===== config.mk =====
export PLATFORM = sky130hd
export DESIGN_NAME = maze_packet_rx
export DESIGN_NICKNAME = d
export VERILOG_FILES = /design/src/rtl/maze_packet_rx_pkg.sv /design/src/rtl/maze_packet_rx_sync2.sv /design/src/rtl/maze_packet_rx.sv
export SDC_FILE = /design/constraint.sdc
export NUM_CORES = 1
export LEC_CHECK = 0
export ABC_CLOCK_PERIOD_IN_PS = 4600
export CORE_ASPECT_RATIO = 0.6
export CORE_UTILIZATION = 55
export CTS_BUF_LIST = sky130_fd_sc_hd__clkbuf_4 sky130_fd_sc_hd__clkbuf_8 sky130_fd_sc_hd__clkbuf_16
export DETAILED_ROUTE_END_ITERATION = 16
export PLACE_DENSITY = 0.77
export RECOVER_POWER = 100
export SLEW_MARGIN = 20
export SYNTH_ARGS = -nofsm -noshare
export SYNTH_HDL_FRONTEND = slang
export SYNTH_SLANG_ARGS = --single-unit

===== constraint.sdc =====
create_clock -name CLK -period 4.6 [get_ports CLK]
set_input_delay 0.92 -clock CLK [delete_from_list [all_inputs] [get_ports CLK]]
set_output_delay 0.92 -clock CLK [all_outputs]
set_load 0.02 [all_outputs]

===== src/rtl/maze_packet_rx_pkg.sv =====
// Shared definitions for the maze packet receiver: FSM encoding, tile-word
// field positions and frame lengths.
// Build option: MAZE_PACKET_RX_PARITY_EN selects 17-bit frames with odd parity.
package maze_packet_rx_pkg;

    typedef enum logic [1:0] {
        ST_IDLE  = 2'd0,
        ST_SHIFT = 2'd1,
        ST_CHECK = 2'd2
    } state_t;

    // Tile word layout {y, x, tile}
    localparam int unsigned Y_MSB = 15;
    localparam int unsigned Y_LSB = 14;
    localparam int unsigned X_MSB = 13;
    localparam int unsigned X_LSB = 11;

    localparam logic [4:0] FRAME_LEN_DATA   = 5'd16;
    localparam logic [4:0] FRAME_LEN_PARITY = 5'd17;

`ifdef MAZE_PACKET_RX_PARITY_EN
    localparam bit PARITY_EN = 1'b1;
`else
    localparam bit PARITY_EN = 1'b0;
`endif

    localparam logic [4:0]  FRAME_LEN = PARITY_EN ? FRAME_LEN_PARITY : FRAME_LEN_DATA;
    localparam int unsigned SHREG_W   = PARITY_EN ? 17 : 16;

endpackage


===== src/rtl/maze_packet_rx_sync2.sv =====
// Two-flop synchronizer with asynchronous reset to a configurable idle level.
module sync2 #(
    parameter logic RST_VAL = 1'b0
) (
    input  logic CLK,
    input  logic RESET,
    input  logic din,
    output logic dout
);

    logic meta;

    // Resample the asynchronous input twice into the CLK domain
    always_ff @(posedge CLK or posedge RESET) begin
        if (RESET) begin
            meta <= RST_VAL;
            dout <= RST_VAL;
        end else begin
            meta <= din;
            dout <= meta;
        end
    end

endmodule


===== src/rtl/maze_packet_rx.sv =====
// Serial tile-word receiver for frames sent by the Arduino over a
// CS/CLK/DATA link, MSB first. Valid words are presented on DATA_OUT with a
// one-cycle DATA_VAL pulse; bad frames give a FRAME_ERR pulse.
// Build option: MAZE_PACKET_RX_PARITY_EN (17-bit frames, odd parity in last bit).
module maze_packet_rx
    import maze_packet_rx_pkg::*;
#(
    parameter int unsigned TIMEOUT_CYCLES = 50000,
    parameter int unsigned MAZE_X_MAX     = 5
) (
    input  logic        CLK,
    input  logic        RESET,
    input  logic        SER_CS,
    input  logic        SER_CLK,
    input  logic        SER_DATA,
    output logic [15:0] DATA_OUT,
    output logic        DATA_VAL,
    output logic        FRAME_ERR,
    output logic [7:0]  PKT_COUNT,
    output logic [7:0]  ERR_COUNT
);

    localparam int unsigned TW = (TIMEOUT_CYCLES > 2) ? $clog2(TIMEOUT_CYCLES) : 1;
    localparam logic [TW-1:0] TMO_LAST = TW'(TIMEOUT_CYCLES - 1);

    logic cs_s, clk_s, data_s;
    logic cs_d, clk_d, data_d;
    logic cs_rise_q, cs_fall_q, clk_rise_q, clk_edge_q;
    logic [1:0] warm;
    logic cs_armed;

    state_t               state;
    logic [4:0]           bit_cnt;
    logic [SHREG_W-1:0]   shreg;
    logic [TW-1:0]        timer;
    logic [15:0]          rx_word;
    logic                 frame_ok;

    sync2 #(.RST_VAL(1'b1)) u_sync_cs (
        .CLK(CLK), .RESET(RESET), .din(SER_CS), .dout(cs_s)
    );
    sync2 #(.RST_VAL(1'b0)) u_sync_clk (
        .CLK(CLK), .RESET(RESET), .din(SER_CLK), .dout(clk_s)
    );
    sync2 #(.RST_VAL(1'b0)) u_sync_data (
        .CLK(CLK), .RESET(RESET), .din(SER_DATA), .dout(data_s)
    );

    // Registered edge pulses; data is delayed alongside so it lines up with clk_rise_q.
    // CS falls are only honoured once CS has been seen high after reset, so a CS
    // held low across reset release is not mistaken for a new frame start.
    always_ff @(posedge CLK or posedge RESET) begin
        if (RESET) begin
            cs_d       <= 1'b1;
            clk_d      <= 1'b0;
            data_d     <= 1'b0;
            cs_rise_q  <= 1'b0;
            cs_fall_q  <= 1'b0;
            clk_rise_q <= 1'b0;
            clk_edge_q <= 1'b0;
            warm       <= '0;
            cs_armed   <= 1'b0;
        end else begin
            cs_d       <= cs_s;
            clk_d      <= clk_s;
            data_d     <= data_s;
            cs_rise_q  <= cs_s & ~cs_d;
            cs_fall_q  <= ~cs_s & cs_d & cs_armed;
            clk_rise_q <= clk_s & ~clk_d;
            clk_edge_q <= clk_s ^ clk_d;
            warm       <= {warm[0], 1'b1};
            cs_armed   <= cs_armed | (warm[1] & cs_s);
        end
    end

    // Frame validation: length, x range and (optionally) odd parity
    always_comb begin
        rx_word  = '0;
        frame_ok = 1'b0;
`ifdef MAZE_PACKET_RX_PARITY_EN
        rx_word  = shreg[16:1];
        frame_ok = (bit_cnt == FRAME_LEN)
                && ({29'd0, rx_word[X_MSB:X_LSB]} < MAZE_X_MAX)
                && (^shreg);
`else
        rx_word  = shreg;
        frame_ok = (bit_cnt == FRAME_LEN)
                && ({29'd0, rx_word[X_MSB:X_LSB]} < MAZE_X_MAX);
`endif
    end

    // Receive FSM with registered outputs and counters
    always_ff @(posedge CLK or posedge RESET) begin
        if (RESET) begin
            state     <= ST_IDLE;
            bit_cnt   <= '0;
            shreg     <= '0;
            timer     <= '0;
            DATA_OUT  <= '0;
            DATA_VAL  <= 1'b0;
            FRAME_ERR <= 1'b0;
            PKT_COUNT <= '0;
            ERR_COUNT <= '0;
        end else begin
            DATA_VAL  <= 1'b0;
            FRAME_ERR <= 1'b0;
            case (state)
                ST_IDLE: begin
                    if (cs_fall_q) begin
                        state   <= ST_SHIFT;
                        bit_cnt <= '0;
                        shreg   <= '0;
                        timer   <= '0;
                    end
                end
                ST_SHIFT: begin
                    if (cs_rise_q) begin
                        // a SER_CLK edge coinciding with CS release is dropped here
                        state <= ST_CHECK;
                    end else if (timer == TMO_LAST) begin
                        state     <= ST_IDLE;
                        FRAME_ERR <= 1'b1;
                        if (ERR_COUNT != '1) ERR_COUNT <= ERR_COUNT + 1'b1;
                    end else begin
                        if (clk_rise_q) begin
                            shreg <= {shreg[SHREG_W-2:0], data_d};
                            if (bit_cnt != '1) bit_cnt <= bit_cnt + 1'b1;
                        end
                        if (clk_edge_q) timer <= '0;
                        else            timer <= timer + 1'b1;
                    end
                end
                ST_CHECK: begin
                    state <= ST_IDLE;
                    if (frame_ok) begin
                        DATA_OUT  <= {rx_word[Y_MSB:Y_LSB], rx_word[X_MSB:X_LSB],
                                      rx_word[X_LSB-1:0]};
                        DATA_VAL  <= 1'b1;
                        PKT_COUNT <= PKT_COUNT + 1'b1;
                    end else begin
                        FRAME_ERR <= 1'b1;
                        if (ERR_COUNT != '1) ERR_COUNT <= ERR_COUNT + 1'b1;
                    end
                end
                default: state <= ST_IDLE;
            endcase
        end
    end

endmodule


==> results by group, run 1 <==
Detailed routing
  • DR iter-0 viols: 324
  • Wire per inst: 15.20 um
  • Final ANT Viol Nets: 0
  • DRC: 0
  • Vias after detailed routing: 2853
  • Total routed wirelength: 7.659 mm
  • DR vias/cell: 5.661
  • 1st-pass router iterations: 4

Place
  • RePlAce Congestion: 0.8187
  • Port Buffers: 38
  • Post-DP HPWL: around 5.2 mm
  • Placed Cells: just under 500

Synth
  • FF+latch count, synth: a little under 90
  • Sequential fraction of the synthesis area: 0.5717
  • Post-synth cell types: 48
  • Post-Syn Nets: slightly below 400
  • Synth top area share: 0.5515
  • Cell taking the most area after synthesis: dfrtp_1
  • Primary FF master, synth: dfrtp_1
  • Syn Inst Count: 376
  • Synth top area cells: dfrtp_1 55%, nand2_1 7.0%, o21ai_0 4.1%
  • Post-synth EDFFs: 0
  • FFs w/ async S/R, synth: 1.000
  • Cell area after synthesis: ~0.0039 mm2
  • Synth Warn #: 0
  • Synth Area per Inst: roughly 10 um2

GRT
  • Global Route Usage Sum: 0.2293
  • Vias in the first global route: 2620
  • Initial antenna violation count: 0
  • First-pass GRT wire length: between 10 and 15 mm
  • GRT overflow: 0
  • Largest net degree at the start of global routing: 36

Pwr
  • Maximum VDD drop: 315.7 uV
  • Int Pwr: 1434 uW
  • Pleak: roughly 0.0022 uW
  • Clock power frac: 0.347
  • NetSw: 657.5 uW
  • Comb pwr share: 0.229
  • Sw Share: 0.3144
  • Sequential Power Share: 0.424
  • PwrDens: about 450 mW/mm2

Floorplan
  • Core Region: approximately 0.0068 mm2
  • # IOs: 39
  • Initial Util: 0.5771
  • Die width: between 100 and 150 um
  • Cell Rows: 23
  • Die footprint: 0.007448 mm2
  • Die span in y: 67.25 um

CTS
  • Hold Buf Count CTS: 0
  • TritonCTS clock tree: built
  • CTS buffer count: 9
  • H-tree depth: 3
  • Post-CTS sizing: 0
  • Max clock buf depth: 2
  • Clk root buf: clkbuf_16
  • CTS sink count: 89
  • Setup bufs post-CTS: 0
  • Clk slew on worst S/H paths: 0.06 ns
  • Clk_lat worst skew: 0.34 ns

STA
  • RSZ-0062 raised after global routing: false
  • # setup viols final: 0
  • Hold Vio Cnt, Final: 0
  • Fmax: 275.7 MHz
  • Final Cycle Share: 0.7885
  • Tmin final: 3.627 ns
  • Max-slew violations: 28
  • Setup_tns: 0 ns
  • Clock Skew: about 0.0074 ns
  • Slew HR: -0.08413
  • Worst-Margin Slew: between 1.5 and 2 ns

Worst hold path
  • Worst hold path depth: 0
  • Hold Path End: data_d
  • Min-delay worst type: reg -> reg
  • HP Start: u_sync_data.dout

Worst setup path
  • Reg2Reg Setup Slack: 0.97 ns
  • Crit Path Max Fanout: 26
  • Crit Path Category: reg -> reg
  • Critical Path RT: 4.83 ns
  • Critical path capture point type: register
  • R2r startpoint: timer[10]
  • Reg2reg end: rx_word[15]
  • Nature of the critical path startpoint: register
  • Critical Path AT: between 3 and 4 ns
  • Reg2Reg Depth: 5

Layout
  • Commonest cells after routing, fill and taps aside: 86 x dfrtp_1, 73 x nand2_1, 38 x dlygate4sd3_1
  • Area Growth Syn to Fin: 18.15%
  • Antenna diodes: 0
  • Layout fillers: 516
  • Share of layout cells above drive strength 1: 0.05995
  • Nets: 427
  • Most common cell after layout, fill and taps aside: dfrtp_1
  • Non-filler cells, final: around 500

Job
  • Max-cap viol count: 2

Run status
  • Outcome: finished with violations
  • Failing checks: max-capacitance violations, max-slew violations
[power groups by stage]
stage                     Sequential (uW)  Clock (uW)  Combinational, uW
after floorplan                       918           0                351
after global placement                898           0                480
after detailed placement              898           0                494
after CTS                             887         738                494
after global routing                  893         773                540
final                                 886         726                480
[final cells by class]
type                            instances  area [um2]  share of cell area
Inverter                               10       38.79            0.008412
Tap cell                               87       108.9             0.02361
Clock inverter                          4       45.04            0.009769
Clock buffer                           12       254.0             0.05509
Multi-Input combinational cell        261        1538              0.3335
Timing Repair Buffer                   41       395.4             0.08575
Sequential cell                        89        2231              0.4839
[cell usage after synthesis, types with 3 or more instances]
cell	count
dfstp_2	3
and3_1	4
o21ai_0	32
clkbuf_1	11
nor2b_1	12
ha_1	10
a31oi_1	14
nor2_1	14
a22o_1	9
dfrtp_1	86
nor3_1	3
buf_6	3
o31ai_1	5
nand4_1	12
nand2_1	73
a21oi_1	7
inv_1	9
xnor2_1	12
nand3_1	16
a32o_1	3
nand2b_1	3
[worst max-delay path by stage]
stage,from,to,slack [ns]
finish,timer[10],rx_word[15],0.97
global route,timer[10],rx_word[15],0.75
CTS,bit_cnt[0],ERR_COUNT[1],1.70
detailed placement,timer[10],rx_word[15],1.71
global placement,timer[10],rx_word[15],1.77
floorplan,RESET,DATA_OUT[0],1.38
[metrics by stage]
| stage | hold slack (ns) | total power, uW | area, um2 | setup WS (ns) | util |
|---|---|---|---|---|---|
| floorplan | 0.3312 | 1269 | 3902 | 1.378 | - |
| global placement | 0.3354 | 1378 | 4330 | 1.773 | 0.6403 |
| detailed placement | 0.3370 | 1392 | 4330 | 1.713 | 0.6403 |
| CTS | 0.3444 | 2119 | 4629 | 1.697 | 0.6846 |
| global route | 0.3602 | 2206 | 4611 | 0.7462 | 0.6818 |
| finish | 0.3413 | 2092 | 4611 | 0.9731 | 0.6818 |
[logic make-up after synthesis]
group	Yosys count	share of synthesized area
other	1	0.0009609
xor gates and xnor gates	13	0.02918
AOI/OAI and AO/OA	84	0.1420
adders and majority gates	10	0.03206
and+or+nand+nor	152	0.1898
buffers and inverters	26	0.03142
muxes	1	0.002885
DFF	89	0.5717
[metal layers]
| metal | GRT usage | part of all wire | up-vias |
|---|---|---|---|
| li1 | - | - | 1396 |
| met1 | 0.3331 | 0.50 | 1376 |
| met2 | 0.3222 | 0.43 | 72 |
| met3 | 0.07630 | 0.060 | 9 |
| met4 | 0.08000 | 0.012 | 0 |
| met5 | 0 | 0 | - |
[state kept, by name, summed over array words and instances, names as in the netlist, 2 cells and up]
register,flops
DATA_OUT,16
ERR_COUNT,8
PKT_COUNT,8
bit_cnt,5
rx_word,16
state,2
timer,16
warm,2
[critical path, cell delays in order, from the launching register on]
cell,delay (ns)
dfrtp_1,0.43
or4b_1,0.52
or4_1,0.70
o21bai_1,1.30
nor2_1,0.22
a32o_1,0.35
(Power assumes the default switching activity.)
==> inputs of run 2 (changes only) <==
- ABC_CLOCK_PERIOD_IN_PS: 4600 -> 3500
- clock period: 4.6 -> 3.5 ns (I/O delays scaled with it)
==> run 2 against run 1 <==
Against the previous run: the flow still finishes with violations (max-capacitance violations, max-slew violations); combinational power rose by 36%; hold slack better by 0.0039 ns; register-to-register slack worse by 0.47 ns.
==> results by group, run 2 (synthesis results as in run 1) <==
STA
  • RSZ-0062 raised after global routing: false
  • Final Cycle Share: 0.8560 (+0.06757)
  • Clock Skew: 0.005471 ns (-0.001952 ns)
  • Hold Vio Cnt, Final: 0 (unchanged)
  • Tmin final: 2.996 ns (-0.6308 ns)
  • Worst-Margin Slew: 1.913 ns (+0.2898 ns)
  • Max-slew violations: 46 (+64%)
  • Fmax: 333.8 MHz (+21%)
  • Slew HR: -0.2821 (-0.1980)
  • # setup viols final: 0 (unchanged)
  • Setup_tns: 0 ns (unchanged)

Detailed routing
  • DR vias/cell: 5.732 (+1.3%)
  • Total routed wirelength: 7.745 mm (+1.1%)
  • Vias after detailed routing: 2912 (+2.1%)
  • Final ANT Viol Nets: 0 (unchanged)
  • DR iter-0 viols: 333 (+2.8%)
  • Wire per inst: 15.25 um (+0.33%)
  • DRC: 0 (unchanged)
  • 1st-pass router iterations: 5 (+1)

Place
  • Post-DP HPWL: 5.206 mm (-0.69%)
  • Port Buffers: 38 (unchanged)
  • RePlAce Congestion: 0.8448 (+3.2%)

Layout
  • Layout fillers: 524 (+1.6%)
  • Commonest cells after routing, fill and taps aside: 86 x dfrtp_1, 73 x nand2_1, 38 x dlygate4sd3_1
  • Share of layout cells above drive strength 1: 0.06651 (+0.006556)
  • Area Growth Syn to Fin: 19.37%
  • Antenna diodes: 0 (unchanged)
  • Nets: 431 (+0.94%)
  • Most common cell after layout, fill and taps aside: dfrtp_1

Worst setup path
  • WP buf/inv: 1 (+1)
  • R2r startpoint: state[1]
  • Critical Path AT: 3.22 ns (-0.64 ns)
  • Critical Path RT: 3.73 ns (-1.10 ns)
  • Reg2Reg Depth: 7 (+2)
  • Critical path capture point type: register
  • Reg2Reg Setup Slack: 0.50 ns (-0.47 ns)
  • Reg2reg end: rx_word[1]
  • Nature of the critical path startpoint: register
  • Critical-path top delay cell: o21ba_1
  • Crit Path Max Fanout: 16 (-38%)
  • Crit-path leading delay family: compound AO/OA/AOI/OAI gates
  • Crit Path Category: reg -> reg
  • Cell Chain, Critical Path: inv_1, ha_1, nor2b_1, o21ai_0, o21ba_1, o21ai_1, a22o_1
  • Max stage delay on crit path: 0.70 ns (-0.60 ns)

CTS
  • Setup bufs post-CTS: 0 (unchanged)
  • Clk root buf: clkbuf_16
  • Post-CTS sizing: 0 (unchanged)
  • TritonCTS clock tree: built
  • Hold Buf Count CTS: 0 (unchanged)
  • Clk_lat worst skew: 0.34 ns (about the same)
  • CTS buffer count: 9 (unchanged)
  • CTS sink count: 89 (unchanged)
  • H-tree depth: 3 (unchanged)
  • Clk slew on worst S/H paths: 0.06 ns (about the same)
  • Max clock buf depth: 2 (unchanged)

GRT
  • Vias in the first global route: 2731 (+4.2%)
  • GRT overflow: 0 (unchanged)
  • Initial antenna violation count: 0 (unchanged)
  • Largest net degree at the start of global routing: 46 (+28%)
  • Global Route Usage Sum: 0.2379 (+0.008596)
  • First-pass GRT wire length: 13.59 mm (+5.3%)

Pwr
  • Total power: 2857 uW (+37%)
  • PwrDens: 613.2 mW/mm2 (+35%)
  • Maximum VDD drop: 472.6 uV (+50%)
  • Pleak: 0.002224 uW (+1.1%)

Floorplan
  • Core Region: 0.006763 mm2 (unchanged)
  • # IOs: 39 (unchanged)
  • Die span in y: 67.25 um (unchanged)
  • Initial Util: 0.5771 (unchanged)
  • Die width: 110.7 um (unchanged)
  • Cell Rows: 23 (unchanged)
  • Die footprint: 0.007448 mm2 (unchanged)

Job
  • Max-cap viol count: 1 (-1)

Worst hold path
  • Min-delay worst type: reg -> reg
  • HP Start: u_sync_clk.meta
  • Hold Path End: u_sync_clk.dout
  • Worst hold path depth: 0 (unchanged)

Run status
  • Outcome: finished with violations
  • Failing checks: max-capacitance violations, max-slew violations
[run 2: cell types whose count changed in the layout (fill, tap and decap cells not counted), sizes merged]
cell and change:
buf +1, bufinv +1, clkbuf +2
[run 2: per-layer routing]
metal | vias up | wire length, um | GRT usage
met2 | 105 | 3359 | 0.3564
met1 | 1394 | 3753 | 0.3325
met3 | 12 | 517 | 0.06014
met4 | 0 | 115 | 0.1067
met5 | - | 0 | 0
li1 | 1401 | - | -
[run 2: final cells by class]
cell class,count,area (um2),share of cell area
Clock buffer,11,246.5,0.05291
Clock inverter,5,78.83,0.01692
Inverter,10,38.79,0.008327
Multi-Input combinational cell,261,1538,0.3301
Sequential cell,89,2231,0.4789
Tap cell,87,108.9,0.02337
Timing Repair Buffer,45,416.7,0.08944
[run 2: how the worst max path moves through the flow]
stage,from,end,slack [ns],depth (start not counted)
floorplan,RESET,DATA_OUT[0],0.50,1
global placement,state[1],timer[7],0.84,7
detailed placement,state[1],timer[11],0.66,7
CTS,state[1],timer[11],0.60,7
global route,state[1],rx_word[13],0.21,7
finish,state[1],rx_word[1],0.50,7
[run 2: where the power goes]
part / leakage (uW) / switching (uW) / internal [uW]
clock network: 0.000163 / 386 / 651
registers: 0.00119 / 70.7 / 1100
logic: 0.000870 / 434 / 218
[run 2: through the flow]
stage / instances / setup slack, ns / cell area (um2) / hold WS [ns] / util
after global placement: 492 / 0.8383 / 4360 / 0.3332 / 0.6448
final: 508 / 0.5039 / 4658 / 0.3452 / 0.6888
after detailed placement: 492 / 0.6644 / 4360 / 0.3355 / 0.6448
after floorplan: 376 / 0.4981 / 3902 / 0.3312 / -
after CTS: 508 / 0.6047 / 4686 / 0.3480 / 0.6929
after global routing: 508 / 0.2138 / 4658 / 0.3594 / 0.6888
==> inputs of run 3 (changes only) <==
- CAP_MARGIN: default -> 20
- GPL_TIMING_DRIVEN: default -> 0
==> run 3 against run 2 <==
Against the previous run: the flow now finishes without violations; non-clock buffer count grew 10; hold slack gained 0.0029 ns; routed wire length grew 3.7%; sequential cell count is the same; worst setup slack lost 0.11 ns; cell area grew 1.0%; global-route usage grew 0.14 points.
==> results by group, run 3 (synthesis results as in run 1) <==
Run status
  • Outcome: finished clean

Layout
  • Most common cell after layout, fill and taps aside: dfrtp_1
  • Commonest cells after routing, fill and taps aside: 86 x dfrtp_1, 73 x nand2_1, 38 x dlygate4sd3_1
  • Area Growth Syn to Fin: 20.58%
  • Share of layout cells above drive strength 1: 0.05800 (-0.008504)
  • Nets: 441 (+2.3%)
  • Antenna diodes: 0 (unchanged)
  • Layout fillers: 516 (-1.5%)

Detailed routing
  • DRC: 0 (unchanged)
  • Total routed wirelength: 8.034 mm (+3.7%)
  • Vias after detailed routing: 2958 (+1.6%)
  • Wire per inst: 15.51 um (+1.7%)
  • Final ANT Viol Nets: 0 (unchanged)
  • DR iter-0 viols: 321 (-3.6%)
  • DR vias/cell: 5.710 (-0.38%)
  • 1st-pass router iterations: 5 (unchanged)

CTS
  • TritonCTS clock tree: built
  • CTS sink count: 89 (unchanged)
  • CTS buffer count: 9 (unchanged)
  • Hold Buf Count CTS: 0 (unchanged)
  • Post-CTS sizing: 0 (unchanged)
  • Clk root buf: clkbuf_16
  • H-tree depth: 3 (unchanged)
  • Clk slew on worst S/H paths: 0.06 ns (about the same)
  • Clk_lat worst skew: 0.34 ns (about the same)
  • Max clock buf depth: 2 (unchanged)
  • Setup bufs post-CTS: 0 (unchanged)

GRT
  • GRT overflow: 0 (unchanged)
  • Global Route Usage Sum: 0.2393 (+0.001405)
  • Initial antenna violation count: 0 (unchanged)
  • Largest net degree at the start of global routing: 60 (+30%)
  • Vias in the first global route: 2743 (+0.44%)
  • First-pass GRT wire length: 13.54 mm (-0.36%)

STA
  • Max-slew violations: 0 (-100%)
  • Hold Vio Cnt, Final: 0 (unchanged)
  • Final worst slack: 0.3907 ns (-0.1132 ns)
  • Hold slack: 0.3481 ns (+0.002947 ns)
  • Clock Skew: 0.007257 ns (+0.001787 ns)
  • RSZ-0062 raised after global routing: false
  • Fmax: 321.6 MHz (-3.6%)
  • # setup viols final: 0 (unchanged)
  • Slew HR: 0.04771 (+0.3298)
  • Tmin final: 3.109 ns (+0.1132 ns)
  • Final Cycle Share: 0.8884 (+0.03236)
  • Worst-Margin Slew: 1.421 ns (-0.4920 ns)

Worst setup path
  • Worst setup path startpoint: timer[10]
  • R2r startpoint: timer[10]
  • Crit Path Category: reg -> reg
  • Reg2Reg Depth: 7 (unchanged)
  • Nature of the critical path startpoint: register
  • Most frequent CP cell: clkbuf_1
  • Reg2Reg Setup Slack: 0.39 ns (-0.11 ns)
  • Critical Path AT: 3.34 ns (+0.12 ns)
  • Critical-path top delay cell: o21bai_1
  • Crit Path Max Fanout: 10 (-6)
  • Critical Path RT: 3.73 ns (about the same)
  • Cell Chain, Critical Path: or4b_1, or4_1, clkbuf_1, o21bai_1, clkbuf_1, o21ai_0, o31ai_1
  • Crit path to: timer[11]
  • Critical path capture point type: register
  • Reg2reg end: timer[11]
  • Max stage delay on crit path: 0.59 ns (-0.11 ns)

Floorplan
  • Core Region: 0.006763 mm2 (unchanged)
  • Initial Util: 0.5771 (unchanged)
  • Cell Rows: 23 (unchanged)
  • # IOs: 39 (unchanged)
  • Die footprint: 0.007448 mm2 (unchanged)
  • Die span in y: 67.25 um (unchanged)
  • Die width: 110.7 um (unchanged)

Place
  • Port Buffers: 38 (unchanged)
  • Pre-CTS WS: 0.6571 ns (-0.007282 ns)
  • Post-DP HPWL: 5.480 mm (+5.3%)
  • RePlAce Congestion: 0.8467 (+0.22%)

Pwr
  • PwrDens: 613.3 mW/mm2 (about the same)
  • Int Pwr: 1962 uW (-0.20%)
  • Total power: 2886 uW (+1.0%)
  • Clock power frac: 0.351 (-0.012)
  • Sequential Power Share: 0.404 (-0.005)
  • NetSw: 923.7 uW (+3.7%)
  • Pleak: 0.002234 uW (+0.44%)
  • Comb pwr share: 0.245 (+0.017)
  • Sw Share: 0.3201 (+0.008374)
  • Maximum VDD drop: 490.9 uV (+3.9%)

Worst hold path
  • Min-delay worst type: reg -> reg

Job
  • Max-cap viol count: 0 (-1)
run 3: cell types whose count changed in the layout (fill, tap and decap cells not counted), sizes merged:
cell / change
clkbuf: +9
clkinvlp: +1
run 3: cell type report:
cell class	instances	area (um2)	area share
Clock inverter	6	82.58	0.01755
Multi-Input combinational cell	261	1536	0.3265
Tap cell	87	108.9	0.02313
Sequential cell	89	2231	0.4741
Clock buffer	10	232.7	0.04945
Inverter	10	38.79	0.008242
Timing Repair Buffer	39	407.9	0.08668
Buffer	16	67.56	0.01436
run 3: how the worst min path moves through the flow:
stage | start | endpoint | slack, ns | depth (start not counted)
after CTS | u_sync_data.meta | u_sync_data.dout | 0.35 | 0
after floorplan | u_sync_data.dout | data_d | 0.33 | 0
after global placement | warm[0] | warm[1] | 0.33 | 0
final | u_sync_data.dout | data_d | 0.35 | 0
after global routing | u_sync_clk.meta | u_sync_clk.dout | 0.36 | 0
after detailed placement | u_sync_data.meta | u_sync_data.dout | 0.34 | 0
run 3: metrics by stage:
step,cell area (um2),std cells,TNS [ns],util
3_5_place_dp,4422,502,0,0.6538
3_3_place_gp,4392,501,-68.66,0.6494
5_1_grt,4706,518,0,0.6958
6_report,4706,518,0,0.6958
4_1_cts,4737,518,0,0.7005
2_1_floorplan,3902,376,0,-
run 3: power groups by stage:
stage / sequential [uW] / combinational (uW) / clock [uW]
floorplan: 1210 / 461 / 0
global placement: 1180 / 702 / 0
detailed placement: 1180 / 725 / 0
CTS: 1170 / 730 / 1030
global route: 1180 / 778 / 1070
finish: 1170 / 708 / 1010
run 3: worst max-delay path, delay by kind of cell, from the launching register on:
kind	cells	cell delay [ns]
buf+inv	2	0.66
compound gates	3	0.85
flops	1	0.42
simple gates	2	1.07
run 3: layer usage:
layer  GRT usage  wire length, um  vias up
met1      0.3451             4050     1429
met2      0.3401             3396       98
met3     0.07181              493        9
met5           0                0        -
met4     0.09500               94        0
li1            -                -     1422
